File: config.mk
export PLATFORM = sky130hd
export DESIGN_NAME = canvas_painter
export DESIGN_NICKNAME = d
export VERILOG_FILES = /design/src/rtl/canvas_pkg.sv /design/src/rtl/canvas_mapper.sv /design/src/rtl/canvas_painter.sv
export SDC_FILE = /design/constraint.sdc
export NUM_CORES = 1
export LEC_CHECK = 0
export CAP_MARGIN = 20
export CORE_MARGIN = 2
export CORE_UTILIZATION = 30
export CTS_CLUSTER_SIZE = 10
export DETAILED_ROUTE_END_ITERATION = 8
export HOLD_SLACK_MARGIN = 0.12
export PLACE_DENSITY = 0.57
export SYNTH_ARGS = -nofsm -noshare
export SYNTH_HDL_FRONTEND = slang
export SYNTH_SLANG_ARGS = --single-unit
File: constraint.sdc
create_clock -name frame_clk -period 5.58 [get_ports frame_clk]
set_clock_uncertainty 0.15 [all_clocks]
set_input_delay 1.395 -clock frame_clk [delete_from_list [all_inputs] [get_ports frame_clk]]
set_output_delay 1.395 -clock frame_clk [all_outputs]
set_load 0.1 [all_outputs]
File: src/rtl/canvas_pkg.sv
// -----------------------------------------------------------------------------
// canvas_pkg
// Shared definitions for the canvas painter: grid geometry, the painter FSM
// state encoding, the canvas cell address type and a multiplier-free
// row/col -> linear address helper.
// -----------------------------------------------------------------------------
package canvas_pkg;

    localparam int GRID         = 28;
    localparam int CANVAS_CELLS = GRID * GRID;   // 784

    typedef logic [9:0] canvas_addr_t;           // 0..783
    typedef logic [4:0] cell_idx_t;              // row or column, 0..27

    localparam canvas_addr_t LAST_ADDR = canvas_addr_t'(CANVAS_CELLS - 1);
    localparam cell_idx_t    GRID_MAX  = cell_idx_t'(GRID - 1);

    typedef enum logic [1:0] {
        ST_IDLE  = 2'd0,
        ST_CLEAR = 2'd1,
        ST_STAMP = 2'd2
    } state_t;

    // row*28 + col, built as row*32 - row*4 + col so no multiplier is inferred.
    // 27*32 = 864 still fits in 10 bits, so the intermediate never overflows.
    function automatic canvas_addr_t cell_addr(input cell_idx_t row,
                                               input cell_idx_t col);
        canvas_addr_t r_ext;
        canvas_addr_t c_ext;
        r_ext = {5'd0, row};
        c_ext = {5'd0, col};
        return (r_ext << 5) - (r_ext << 2) + c_ext;
    endfunction

endpackage

File: src/rtl/canvas_mapper.sv
// -----------------------------------------------------------------------------
// canvas_mapper
// Purely combinational: converts a screen pointer position into a canvas cell.
//
// Ports
//   i_x_pos, i_y_pos : pointer screen position (10 bits each)
//   o_valid          : pointer lies inside the canvas rectangle
//   o_row, o_col     : cell coordinates (meaningful only when o_valid)
//   o_addr           : row*28+col (meaningful only when o_valid)
// -----------------------------------------------------------------------------
module canvas_mapper
    import canvas_pkg::*;
#(
    parameter int CANVAS_X0  = 200,
    parameter int CANVAS_Y0  = 120,
    parameter int CELL_SHIFT = 3
) (
    input  logic [9:0]   i_x_pos,
    input  logic [9:0]   i_y_pos,
    output logic         o_valid,
    output cell_idx_t    o_row,
    output cell_idx_t    o_col,
    output canvas_addr_t o_addr
);

    localparam int SPAN = GRID << CELL_SHIFT;    // canvas side in pixels

    logic [10:0] w_x_ext;
    logic [10:0] w_y_ext;
    logic [10:0] w_dx;
    logic [10:0] w_dy;
    logic        w_in_x;
    logic        w_in_y;

    // One extra bit so the lower-bound test and offset never wrap.
    assign w_x_ext = {1'b0, i_x_pos};
    assign w_y_ext = {1'b0, i_y_pos};
    assign w_dx    = w_x_ext - 11'(CANVAS_X0);
    assign w_dy    = w_y_ext - 11'(CANVAS_Y0);

    assign w_in_x  = (w_x_ext >= 11'(CANVAS_X0)) && (w_dx < 11'(SPAN));
    assign w_in_y  = (w_y_ext >= 11'(CANVAS_Y0)) && (w_dy < 11'(SPAN));

    assign o_valid = w_in_x && w_in_y;
    assign o_col   = cell_idx_t'(w_dx >> CELL_SHIFT);
    assign o_row   = cell_idx_t'(w_dy >> CELL_SHIFT);
    assign o_addr  = cell_addr(o_row, o_col);

endmodule

File: src/rtl/canvas_painter.sv
// -----------------------------------------------------------------------------
// canvas_painter
// Turns pointer position and draw/clear buttons into writes to a 28x28 1-bit
// canvas RAM. A clear sweeps every cell to 0; drawing stamps a plus-shaped
// brush (centre + 4 neighbours) once per newly entered cell. Releasing the
// draw button at the end of a stroke requests a classification.
//
// Ports
//   frame_clk  : clock, rising edge
//   Reset      : synchronous, active-high
//   X_pos,Y_pos: pointer screen position
//   draw_btn   : draw button level (synchronous)
//   clear_btn  : clear button level (synchronous)
//   wr_en      : canvas RAM write strobe
//   wr_addr    : canvas cell address row*28+col
//   wr_data    : pixel value written
//   busy       : high while clearing or stamping
//   infer_req  : one-cycle pulse at the end of a stroke
//   clear_done : one-cycle pulse coincident with the last clear write
// -----------------------------------------------------------------------------
module canvas_painter
    import canvas_pkg::*;
#(
    parameter int CANVAS_X0  = 200,
    parameter int CANVAS_Y0  = 120,
    parameter int CELL_SHIFT = 3
) (
    input  logic       frame_clk,
    input  logic       Reset,
    input  logic [9:0] X_pos,
    input  logic [9:0] Y_pos,
    input  logic       draw_btn,
    input  logic       clear_btn,
    output logic       wr_en,
    output logic [9:0] wr_addr,
    output logic       wr_data,
    output logic       busy,
    output logic       infer_req,
    output logic       clear_done
);

    localparam logic [2:0] STAMP_LAST = 3'd4;    // centre, up, down, left, right

    state_t       r_state;
    canvas_addr_t r_clr_idx;
    logic [2:0]   r_step;
    cell_idx_t    r_row;
    cell_idx_t    r_col;
    canvas_addr_t r_last_addr;
    logic         r_last_valid;
    logic         r_stroke;
    logic         r_draw_d;
    logic         r_clear_d;
    logic         r_infer;

    logic         w_map_valid;
    cell_idx_t    w_map_row;
    cell_idx_t    w_map_col;
    canvas_addr_t w_map_addr;

    logic         w_clear_rise;
    logic         w_clear_pend;
    logic         w_draw_fall;
    logic         w_new_cell;
    logic         w_stamp_go;

    cell_idx_t    w_nb_row;
    cell_idx_t    w_nb_col;
    logic         w_nb_ok;

    canvas_mapper #(
        .CANVAS_X0 (CANVAS_X0),
        .CANVAS_Y0 (CANVAS_Y0),
        .CELL_SHIFT(CELL_SHIFT)
    ) u_mapper (
        .i_x_pos(X_pos),
        .i_y_pos(Y_pos),
        .o_valid(w_map_valid),
        .o_row  (w_map_row),
        .o_col  (w_map_col),
        .o_addr (w_map_addr)
    );

    // Button edge detection against last cycle's level.
    assign w_clear_rise = clear_btn & ~r_clear_d;
    assign w_draw_fall  = r_draw_d & ~draw_btn;

    // Pending clear is acted on at the same edge it is seen, so a clear edge
    // during a stamp cycle ends the stamp right after that cycle. Edges during
    // an ongoing sweep are dropped rather than restarting it.
    assign w_clear_pend = w_clear_rise && (r_state != ST_CLEAR);

    // A stroke stamps its first cell unconditionally, then only on cell change.
    assign w_new_cell   = !r_stroke || !r_last_valid || (w_map_addr != r_last_addr);
    assign w_stamp_go   = draw_btn && w_map_valid && w_new_cell;

    always_ff @(posedge frame_clk) begin
        if (Reset) begin
            r_state      <= ST_IDLE;
            r_clr_idx    <= '0;
            r_step       <= '0;
            r_row        <= '0;
            r_col        <= '0;
            r_last_addr  <= '0;
            r_last_valid <= 1'b0;
            r_stroke     <= 1'b0;
            r_draw_d     <= 1'b0;
            r_clear_d    <= 1'b0;
            r_infer      <= 1'b0;
        end else begin
            r_draw_d  <= draw_btn;
            r_clear_d <= clear_btn;
            r_infer   <= 1'b0;

            if (w_clear_pend) begin
                // Clearing forgets the stroke silently: no classification.
                r_state      <= ST_CLEAR;
                r_clr_idx    <= '0;
                r_step       <= '0;
                r_stroke     <= 1'b0;
                r_last_valid <= 1'b0;
            end else begin
                // Stroke end is honoured in any state, including mid-stamp.
                if (w_draw_fall && r_stroke) begin
                    r_infer  <= 1'b1;
                    r_stroke <= 1'b0;
                end

                case (r_state)
                    ST_IDLE: begin
                        if (w_stamp_go) begin
                            r_state      <= ST_STAMP;
                            r_step       <= '0;
                            r_row        <= w_map_row;
                            r_col        <= w_map_col;
                            r_last_addr  <= w_map_addr;
                            r_last_valid <= 1'b1;
                            r_stroke     <= 1'b1;
                        end
                    end
                    ST_CLEAR: begin
                        if (r_clr_idx == LAST_ADDR) begin
                            r_state <= ST_IDLE;
                        end else begin
                            r_clr_idx <= r_clr_idx + 10'd1;
                        end
                    end
                    ST_STAMP: begin
                        // Pointer is not looked at here; IDLE re-evaluates it.
                        if (r_step == STAMP_LAST) begin
                            r_state <= ST_IDLE;
                        end else begin
                            r_step <= r_step + 3'd1;
                        end
                    end
                    default: r_state <= ST_IDLE;
                endcase
            end
        end
    end

    // Brush neighbour for the current stamp step; edge cells suppress the
    // write instead of wrapping to the far side of the canvas.
    always_comb begin
        w_nb_row = r_row;
        w_nb_col = r_col;
        w_nb_ok  = 1'b1;
        case (r_step)
            3'd1: begin
                w_nb_row = r_row - 5'd1;
                w_nb_ok  = (r_row != '0);
            end
            3'd2: begin
                w_nb_row = r_row + 5'd1;
                w_nb_ok  = (r_row != GRID_MAX);
            end
            3'd3: begin
                w_nb_col = r_col - 5'd1;
                w_nb_ok  = (r_col != '0);
            end
            3'd4: begin
                w_nb_col = r_col + 5'd1;
                w_nb_ok  = (r_col != GRID_MAX);
            end
            default: ;
        endcase
    end

    // Outputs decode straight from registered state, so Reset forces them
    // to their idle values on the very next cycle.
    always_comb begin
        wr_en      = 1'b0;
        wr_addr    = '0;
        wr_data    = 1'b0;
        clear_done = 1'b0;
        case (r_state)
            ST_CLEAR: begin
                wr_en      = 1'b1;
                wr_addr    = r_clr_idx;
                clear_done = (r_clr_idx == LAST_ADDR);
            end
            ST_STAMP: begin
                wr_en   = w_nb_ok;
                wr_addr = cell_addr(w_nb_row, w_nb_col);
                wr_data = 1'b1;
            end
            default: ;
        endcase
    end

    assign busy      = (r_state != ST_IDLE);
    assign infer_req = r_infer;

endmodule

==> run_results.csv <==
group,metric,value,unit
setup_path,rr_worst_depth,9,
final_layout,num-fill-cells,1112,
sta,fin_crit_sh,0.9693,
clocking,numCtsBuffers,5,
sta,slew_headroom,0.2910,
min_path,hp-class,"reg -> reg",
final_layout,diodes,0,
global_route,grt_pass1_vias,2763,
status,status,"completed",
setup_path,cp_data_arrival_time,3.86,ns
setup_path,regToRegSetupSlack,3.03,ns
sta,whs,0.2945,ns
clocking,postCtsHoldBufs,0,
route,wl_per_cell,13.22,um
setup_path,cp-end-kind,"output pin",
synth,seq_area_frac_synth,0.2300,
route,drt-pass1-iter-count,4,
power_and_ir_drop,powerDensity,198.4,mW/mm2
route,route.detailed.drc,0,
sta,timing.fmax,0.1849,GHz
min_path,worstHoldPathCells,2,
die,start_util,0.3064,
global_route,grtUsageTotal,0.1328,
run,maxCapViolations,0,
global_route,grt_first_pass_wirelength,12730,um
place,dpl_worst_slack,0.1960,ns
route,vias,2943,
global_route,grt-ovfl-total,0,
synth,synth_warnings,0,
setup_path,worst_path_max_delay_cell,"or4b_2",
sta,fin_ws,0.1712,ns
synth,ys_ff_latch,38,
global_route,antenna_found_initial,0,
power_and_ir_drop,irDropWorstVdd,0.08574,mV
die,dieArea,0.01188,mm2
global_route,use_met1,0.1713,
setup_path,crit_chain,"inv_2 -> ha_4 -> nand2_1 -> ha_4 -> nor2b_1 -> o21a_1 -> or4b_2 -> a21oi_2 -> xnor2_1 -> ha_1 -> or3_1 -> a32o_1 -> and2_1 -> buf_12",
global_route,use_met2,0.2263,
sta,period_minus_slack,5.409,ns
synth,synth_edf_count,0,
route,viasPerCell,5.048,
clocking,cts_max_level,2,
setup_path,timing.critical_path.required,4.03,ns
sta,slew_viol_final,0,
final_layout,final_area,0.003976,mm2
final_layout,post-route-util,0.3684,
sta,worst_slew_pin_slew,1.060,ns
min_path,min_from,"r_draw_d",
die,die_x,109.0,um
power_and_ir_drop,leakagePower,1.528,nW
global_route,grt.busiest_layer,"met2",
setup_path,startpoint,"r_step[0]",
synth,synth_area,0.003307,mm2
route,drt-total-wl,7708,um
final_layout,syn2layout_area_growth,20.24,%
synth,synthFlopType,"dfxtp_1",
synth,synth_area_per_cell,8.085,um2
min_path,holdPathEnd,"infer_req",
synth,syn_nets,465,
die,ios,39,
place,gp_congestion,0.8480,
route,drtIter0Drc,177,
sta,finalHoldViolations,0,
clocking,clockBufferDepth,2,
clocking,cts_tree,"built",
clocking,cts_setup_buffers,0,
synth,ys_async_sr_fraction,0,
setup_path,cp-start-kind,"flip-flop",
final_layout,seqCellArea,763.2,um2
setup_path,cp_common_cell,"ha_4",
setup_path,reg2reg_from,"r_col[0]",
place,placed_cell_area,0.003821,mm2
synth,synth_cells,409,
setup_path,crit_type,"reg -> out",
place,hpwlAfterDp,5971,um
die,die_h,109.0,um
final_layout,multi_input_area,0.002381,mm2
die,rows,38,
synth,ys_types,62,
route,ant_nets,0,
global_route,grt_max_degree,24,
setup_path,cpPeakStageDelay,0.62,ns
clocking,root_buffer,"clkbuf_8",
final_layout,final_nets,498,
sta,setup_viol,0,
setup_path,r2r-end,"r_row[1]",
die,core_area,0.01079,mm2
clocking,clkTransAtPathRegs,0.09,ns
setup_path,cp_max_fo,5,
place,port_buffers,32,
clocking,clock_sinks,38,
global_route,grtUsageMet3,0.02092,
clocking,clock_latency,0.30,ns
final_layout,drive_above_1_share,0.1332,
[synth_stat cells (6+ instances only)]
library cell / count / area [um2]
nor2_1: 45 / 168.9
clkbuf_1: 7 / 26.28
nand4_1: 7 / 43.79
mux2i_1: 13 / 130.1
a21oi_1: 15 / 75.07
inv_1: 36 / 135.1
o21ai_0: 19 / 95.09
nor2b_1: 13 / 81.33
nand3_1: 8 / 40.04
nand2_1: 33 / 123.9
ha_1: 30 / 375.4
xnor2_1: 20 / 175.2
a211oi_2: 8 / 100.1
dfxtp_1: 38 / 760.7
a22oi_1: 6 / 45.04
xor2_1: 15 / 131.4
nor3_1: 6 / 30.03
[kinds of logic after synthesis]
logic type | share of synthesized area
AO/OA/AOI/OAI | 0.2157
XOR/XNOR | 0.1112
adder cells (fa/ha/maj) | 0.1256
buffers and inverters | 0.06318
flip-flops | 0.2300
multiplexers | 0.03935
AND/OR/NAND/NOR | 0.2149
[routing by layer]
metal  vias up  routed length (um)
met5         -                   0
met4         0                  78
met3         5                 263
met2        52                3716
met1      1379                3650
li1       1507                   -
[cells in the final DEF (no fill, tap or decap), types with 7 or more instances in the layout]
master,instances
nand4_1,7
a211oi_2,8
nor2_1,45
dfxtp_1,36
nand2_1,32
xor2_1,15
o21ai_0,16
nor2b_1,11
xnor2_1,20
nand3_1,8
ha_1,28
clkdlybuf4s50_1,21
inv_1,34
a21oi_1,14
mux2i_1,13
buf_4,13
[sequential cells by signal, indices dropped and copies added, names as in the netlist, 2 cells and up]
register / cells
r_state: 2
r_col: 5
r_last_addr: 8
r_row: 5
r_step: 3
r_clr_idx: 10
[worst max-delay path by stage]
stage	depth (start not counted)	to	slack, ns
floorplan	14	wr_addr[7]	-0.30
detailed placement	19	wr_addr[9]	0.20
global placement	19	wr_addr[9]	0.27
finish	14	wr_addr[6]	0.17
CTS	20	wr_addr[8]	0.002
global route	17	wr_addr[8]	-0.003
[per-stage QoR]
step / TNS, ns / power, mW / std cells
after floorplan: -0.3036 / 0.4830 / 409
after global placement: 0 / 0.5433 / 575
after detailed placement: 0 / 0.5474 / 575
after CTS: 0 / 0.7948 / 583
after global routing: -0.002940 / 0.8329 / 583
final: 0 / 0.7888 / 583
[where the power goes]
part,internal (mW),switching (mW),total [mW]
registers,0.278,0.00721,0.285
logic,0.108,0.150,0.258
clock network,0.133,0.113,0.246
[repair_timing]
item / 4_1_cts / 5_1_grt
setup endpoints to repair: 3 / 4
pin swaps: 0 / 2
resized for setup: 5 / 10
[worst max-delay path: cells and delay by family, from the launching register on]
family	cells	cell delay, ns
DFF	1	0.34
xor gates and xnor gates	1	0.18
and+or+nand+nor	5	1.45
AOI/OAI and AO/OA	3	0.60
adders and majority gates	3	0.73
buffers and inverters	2	0.27
[layout make-up]
class,instances,share of cell area
clock buffers,5,0.01731
clock inverters,3,0.01133
inverters,36,0.03398
multi-input cells,322,0.5988
flip-flops and latches,38,0.1919
well taps,140,0.04405
repair buffers,39,0.1026
No activity file was read; power rests on OpenSTA's default activity.
